**src/rtl/uart_tx_serializer.sv**
```systemverilog
// UART transmit serializer: start bit, DATA_SIZE data bits LSB first, optional even parity,
// STOP_BITS stop bits. Define UART_TX_PARITY_EN to insert the parity bit after the data bits.
module uart_tx_serializer #(
   parameter int unsigned DATA_SIZE    = 7,
   parameter int unsigned CLKS_PER_BIT = 16,
   parameter int unsigned STOP_BITS    = 1
) (
   input  logic                 clk,
   input  logic                 res,
   input  logic [DATA_SIZE-1:0] d_i,
   input  logic                 tx_start,
   output logic                 tx_busy,
   output logic                 tx_o,
   output logic                 tx_done
);

   localparam int unsigned BaudW = $clog2(CLKS_PER_BIT);
   localparam int unsigned BitW  = $clog2(DATA_SIZE + 1);

   localparam logic [BaudW-1:0] BaudLast = BaudW'(CLKS_PER_BIT - 1);
   localparam logic [BitW-1:0]  DataLast = BitW'(DATA_SIZE - 1);
   localparam logic [BitW-1:0]  StopLast = BitW'(STOP_BITS - 1);

   typedef enum logic [2:0] {
      StIdle,
      StStart,
      StData,
`ifdef UART_TX_PARITY_EN
      StParity,
`endif
      StStop
   } state_e;

   state_e               state_q;
   logic [DATA_SIZE-1:0] shift_q;
   logic [DATA_SIZE-1:0] shift_nxt;
   logic [BaudW-1:0]     baud_q;
   logic [BitW-1:0]      bit_q;
`ifdef UART_TX_PARITY_EN
   logic                 parity_q;
`endif

   logic bit_end;
   logic frame_end;
   logic load;

   assign shift_nxt = shift_q >> 1;
   assign bit_end   = (baud_q == BaudLast);
   assign frame_end = (state_q == StStop) && bit_end && (bit_q == StopLast);
   // A start on the final stop edge chains the next frame with no idle gap and no busy drop.
   assign load      = tx_start && ((state_q == StIdle) || frame_end);

   always_ff @(posedge clk) begin
      if (res) begin
         state_q  <= StIdle;
         tx_o     <= 1'b1;
         tx_busy  <= 1'b0;
         tx_done  <= 1'b0;
         shift_q  <= '0;
         baud_q   <= '0;
         bit_q    <= '0;
`ifdef UART_TX_PARITY_EN
         parity_q <= 1'b0;
`endif
      end else begin
         tx_done <= frame_end;
         if (load) begin
            state_q  <= StStart;
            shift_q  <= d_i;
            baud_q   <= '0;
            bit_q    <= '0;
            tx_o     <= 1'b0;
            tx_busy  <= 1'b1;
`ifdef UART_TX_PARITY_EN
            parity_q <= ^d_i;
`endif
         end else if (frame_end) begin
            state_q <= StIdle;
            baud_q  <= '0;
            bit_q   <= '0;
            tx_o    <= 1'b1;
            tx_busy <= 1'b0;
         end else if (state_q != StIdle) begin
            baud_q <= bit_end ? '0 : baud_q + 1'b1;
            if (bit_end) begin
               unique case (state_q)
                  StStart: begin
                     state_q <= StData;
                     tx_o    <= shift_q[0];
                  end
                  StData: begin
                     shift_q <= shift_nxt;
                     if (bit_q == DataLast) begin
                        bit_q <= '0;
`ifdef UART_TX_PARITY_EN
                        state_q <= StParity;
                        tx_o    <= parity_q;
`else
                        state_q <= StStop;
                        tx_o    <= 1'b1;
`endif
                     end else begin
                        bit_q <= bit_q + 1'b1;
                        tx_o  <= shift_nxt[0];
                     end
                  end
`ifdef UART_TX_PARITY_EN
                  StParity: begin
                     state_q <= StStop;
                     tx_o    <= 1'b1;
                  end
`endif
                  // Only non-final stop bits reach here; the final one is frame_end.
                  StStop: bit_q <= bit_q + 1'b1;
                  default: state_q <= StIdle;
               endcase
            end
         end
      end
   end

endmodule
```
**config.mk**
```make
export PLATFORM = sky130hd
export DESIGN_NAME = uart_tx_serializer
export DESIGN_NICKNAME = d
export VERILOG_FILES = /design/src/rtl/uart_tx_serializer.sv
export SDC_FILE = /design/constraint.sdc
export NUM_CORES = 1
export LEC_CHECK = 0
export ABC_AREA = 1
export CAP_MARGIN = 20
export CORE_MARGIN = 2
export CORE_UTILIZATION = 41
export DETAILED_ROUTE_END_ITERATION = 7
export GPL_TIMING_DRIVEN = 0
export PLACE_DENSITY = 0.66
export SYNTH_ARGS = -nofsm -noshare
export SYNTH_HDL_FRONTEND = slang
export SYNTH_SLANG_ARGS = --single-unit
```
**constraint.sdc**
```tcl
create_clock -name clk -period 1.3 [get_ports clk]
set_input_delay 0.39 -clock clk [delete_from_list [all_inputs] [get_ports clk]]
set_output_delay 0.39 -clock clk [all_outputs]
set_load 0.05 [all_outputs]
```
==> impl_metrics.env <==
export IMPL_finalPower_w=0.00118
export IMPL_crit_family="flip-flops"
export IMPL_grtUsageTotal_pct=23.3
export IMPL_final_common_cell="buf_4"
export IMPL_setup_ws_ns=-0.165
export IMPL_dp_slack_ns=-0.236
export IMPL_synth_top_area_share_pct=36.1
export IMPL_slowest_stage="dfxtp_4"
export IMPL_dpl_hpwl_um=1580
export IMPL_synth_cell_types=28
export IMPL_violations="setup timing"
export IMPL_synth_largest_area_cell="dfxtp_1"
export IMPL_fin_tns_setup_ns=-2.16
export IMPL_postSynthAreaPerCell_sq_um=7.79
export IMPL_finalHoldViolations=0
export IMPL_cp_max_fo=6
export IMPL_drtIter0Drc=29
export IMPL_relSlewSlack_pct=64.3
export IMPL_syn_cell_area_sq_um=1050
export IMPL_antenna_cells=0
export IMPL_drt_wl_total_um=3340
export IMPL_layout_common_cells="buf_4, dfxtp_1, nand2_1"
export IMPL_placed_area_sq_um=1240
export IMPL_ys_top_cells_by_area="dfxtp_1, ha_1, nand2_1"
export IMPL_grt_pass1_wl_um=4980
export IMPL_synth_ff_type="dfxtp_1"
export IMPL_max_cap_viol_count=0
export IMPL_hp_class="primary input to flop"
export IMPL_cts_max_level=1
export IMPL_crit_chain="buf_4, ha_2, buf_6, nand2_4, nand2_1, a32oi_2, nor2_2"
export IMPL_path_buf_inv=2
export IMPL_synthCells=135
export IMPL_arrival_ns=1.67
export IMPL_area_growth_pct=64.0
export IMPL_clkLatencyLatePin_ns=0.30
export IMPL_die_y_um=54.7
export IMPL_multi_input_area_sq_um=795
export IMPL_p_sw_w=0.000347
export IMPL_drv_slew=0
export IMPL_vias=1137
export IMPL_clock_path_buffers=2
export IMPL_grt_max_degree=12
export IMPL_synth_fp_nets=152
export IMPL_drc=0
export IMPL_post_route_min_period_ns=1.47
export IMPL_p_clk_share_pct=26.8
export IMPL_dieArea_sq_um=2990
export IMPL_intPower_w=0.000837
export IMPL_std_cell_rows=18
export IMPL_clkTransAtPathRegs_ns=0.13
export IMPL_grt_pass1_vias=1077
export IMPL_critPathLaunchType="flop"
export IMPL_max_freq_mhz=683
export IMPL_antenna_violating_nets_post_route=0
export IMPL_status="complete, but fails checks"
export IMPL_stdcell_count=208
export IMPL_final_nets=196
export IMPL_cts_buffers_inserted=3
export IMPL_final_area_sq_um=1730
export IMPL_p_sw_share_pct=29.3
export IMPL_crit_path_end_kind="flop"
export IMPL_tritoncts="built"
export IMPL_core_area_sq_um=2450
export IMPL_fin_crit_sh_pct=113
export IMPL_vdd_ir_drop_worst_v=0.000657
export IMPL_p_comb_share_pct=20.5
export IMPL_async_reset_ff_share_pct=0
export IMPL_ios=13
export IMPL_max_stage_delay_ns=0.38
export IMPL_power_density_nw_per_um2=686
export IMPL_antenna_found_initial=0
export IMPL_overflow=0
export IMPL_dr_pass1_iters=4
export IMPL_die_w_um=54.7
export IMPL_worst_slew_pin_slew_ns=0.535
export IMPL_nFillCells=171
export IMPL_ctsRootBufferMaster="clkbuf_4"
export IMPL_clock_sinks=19
export IMPL_synth_yosys_seq_area_share_pct=36.1
export IMPL_ys_seq_elements=19
export IMPL_dpl_cell_count=175
export IMPL_ys_warn_count=0
export IMPL_io_buffers=10
export IMPL_rsz0062_at_grt="true"
export IMPL_p_seq_share_pct=52.7
export IMPL_start_util_pct=42.9
export IMPL_setup_viol=18
export IMPL_required_ns=1.51
export IMPL_fin_skew_ns=0.00935
export IMPL_drive_gt1_share_pct=52.2
export IMPL_synth_edf_count=0
export IMPL_wl_per_cell_um=16.1
export IMPL_viasPerCell=5.47
export IMPL_power_leakage_nw=0.689
export IMPL_seqCellArea_sq_um=393
export IMPL_gp_congestion=0.790
export IMPL_path_class="flop to flop"
final timing paths:
path / start / endpoint / slack (ns) / cells after the start
setup / recovery: state_q[1]$_SDFFE_PP0P_ / bit_q[1]$_SDFFE_PP0P_ / -0.17 / 7
hold reg to reg: tx_busy$_SDFFE_PP0P_ / tx_busy$_SDFFE_PP0P_ / 0.49 / 2
hold / removal: tx_start / shift_q[6]$_SDFFE_PP0P_ / 0.46 / 3
setup reg to reg: state_q[1]$_SDFFE_PP0P_ / bit_q[1]$_SDFFE_PP0P_ / -0.17 / 7
power groups by stage:
| stage | sequential [W] | clock (W) | combinational [W] |
|---|---|---|---|
| CTS | 0.000622 | 0.000313 | 0.000219 |
| floorplan | 0.000652 | 0 | 0.0000986 |
| finish | 0.000624 | 0.000318 | 0.000243 |
| global route | 0.000627 | 0.000364 | 0.000259 |
| detailed placement | 0.000637 | 0 | 0.000166 |
| global placement | 0.000636 | 0 | 0.000165 |
cell families after synthesis:
group	Yosys count	synth area share [%]
AND/OR/NAND/NOR	65	32.5
AO/OA/AOI/OAI	24	13.7
flip-flops	19	36.1
buffers and inverters	18	7.73
adder cells (fa/ha/maj)	7	8.32
XOR/XNOR	2	1.66
tightest hold or removal path, delay by kind of cell:
kind / cells / cell delay (ns)
compound gates: 1 / 0.06
buf+inv: 1 / 0.17
simple gates: 1 / 0.10
synthesized netlist by cell type (2+ instances only):
cell	number
nand2_4	2
nand3_1	14
a21oi_2	2
nor3_1	2
buf_2	2
nand4_1	7
a21oi_1	11
inv_1	12
ha_1	7
nor2_1	8
o21ai_0	7
dfxtp_1	19
and3_1	2
xor2_1	2
nand3b_1	4
nand2_1	22
metrics by stage:
step / utilization, % / hold slack [ns]
finish: 70.3 / 0.455
global route: 70.3 / 0.471
CTS: 64.1 / 0.462
detailed placement: 50.4 / 0.470
global placement: 50.4 / 0.456
floorplan: - / 0.457
flip-flops by register name, summed over array words and instances (netlist names):
signal and count:
baud_q 4, tx_done 1, bit_q 3, tx_o 1, tx_busy 1, state_q 2
shift_q 7
timing repair:
action,4_1_cts,5_1_grt
cloned,1,0
setup buffers,20,8
gates resized for setup,53,26
endpoints found under the setup margin,21,19
pin swaps,11,8
hold buffers,0,0
cell type report:
type	count	area share (%)
plain buffers	5	2.68
clock buffers	3	1.31
clock inverters	1	0.290
inverters	13	2.83
multi-input cells	98	46.0
flip-flops and latches	19	22.8
well taps	30	2.18
repair buffers	39	21.9
metal layers:
layer | up-vias | track usage, % | wire, um
li1 | 547 | - | -
met1 | 545 | 28.3 | 1390
met2 | 39 | 42.3 | 1780
met3 | 6 | 2.46 | 125
met4 | 0 | 7.50 | 53
met5 | - | 0 | 0
(Power assumes the default switching activity.)
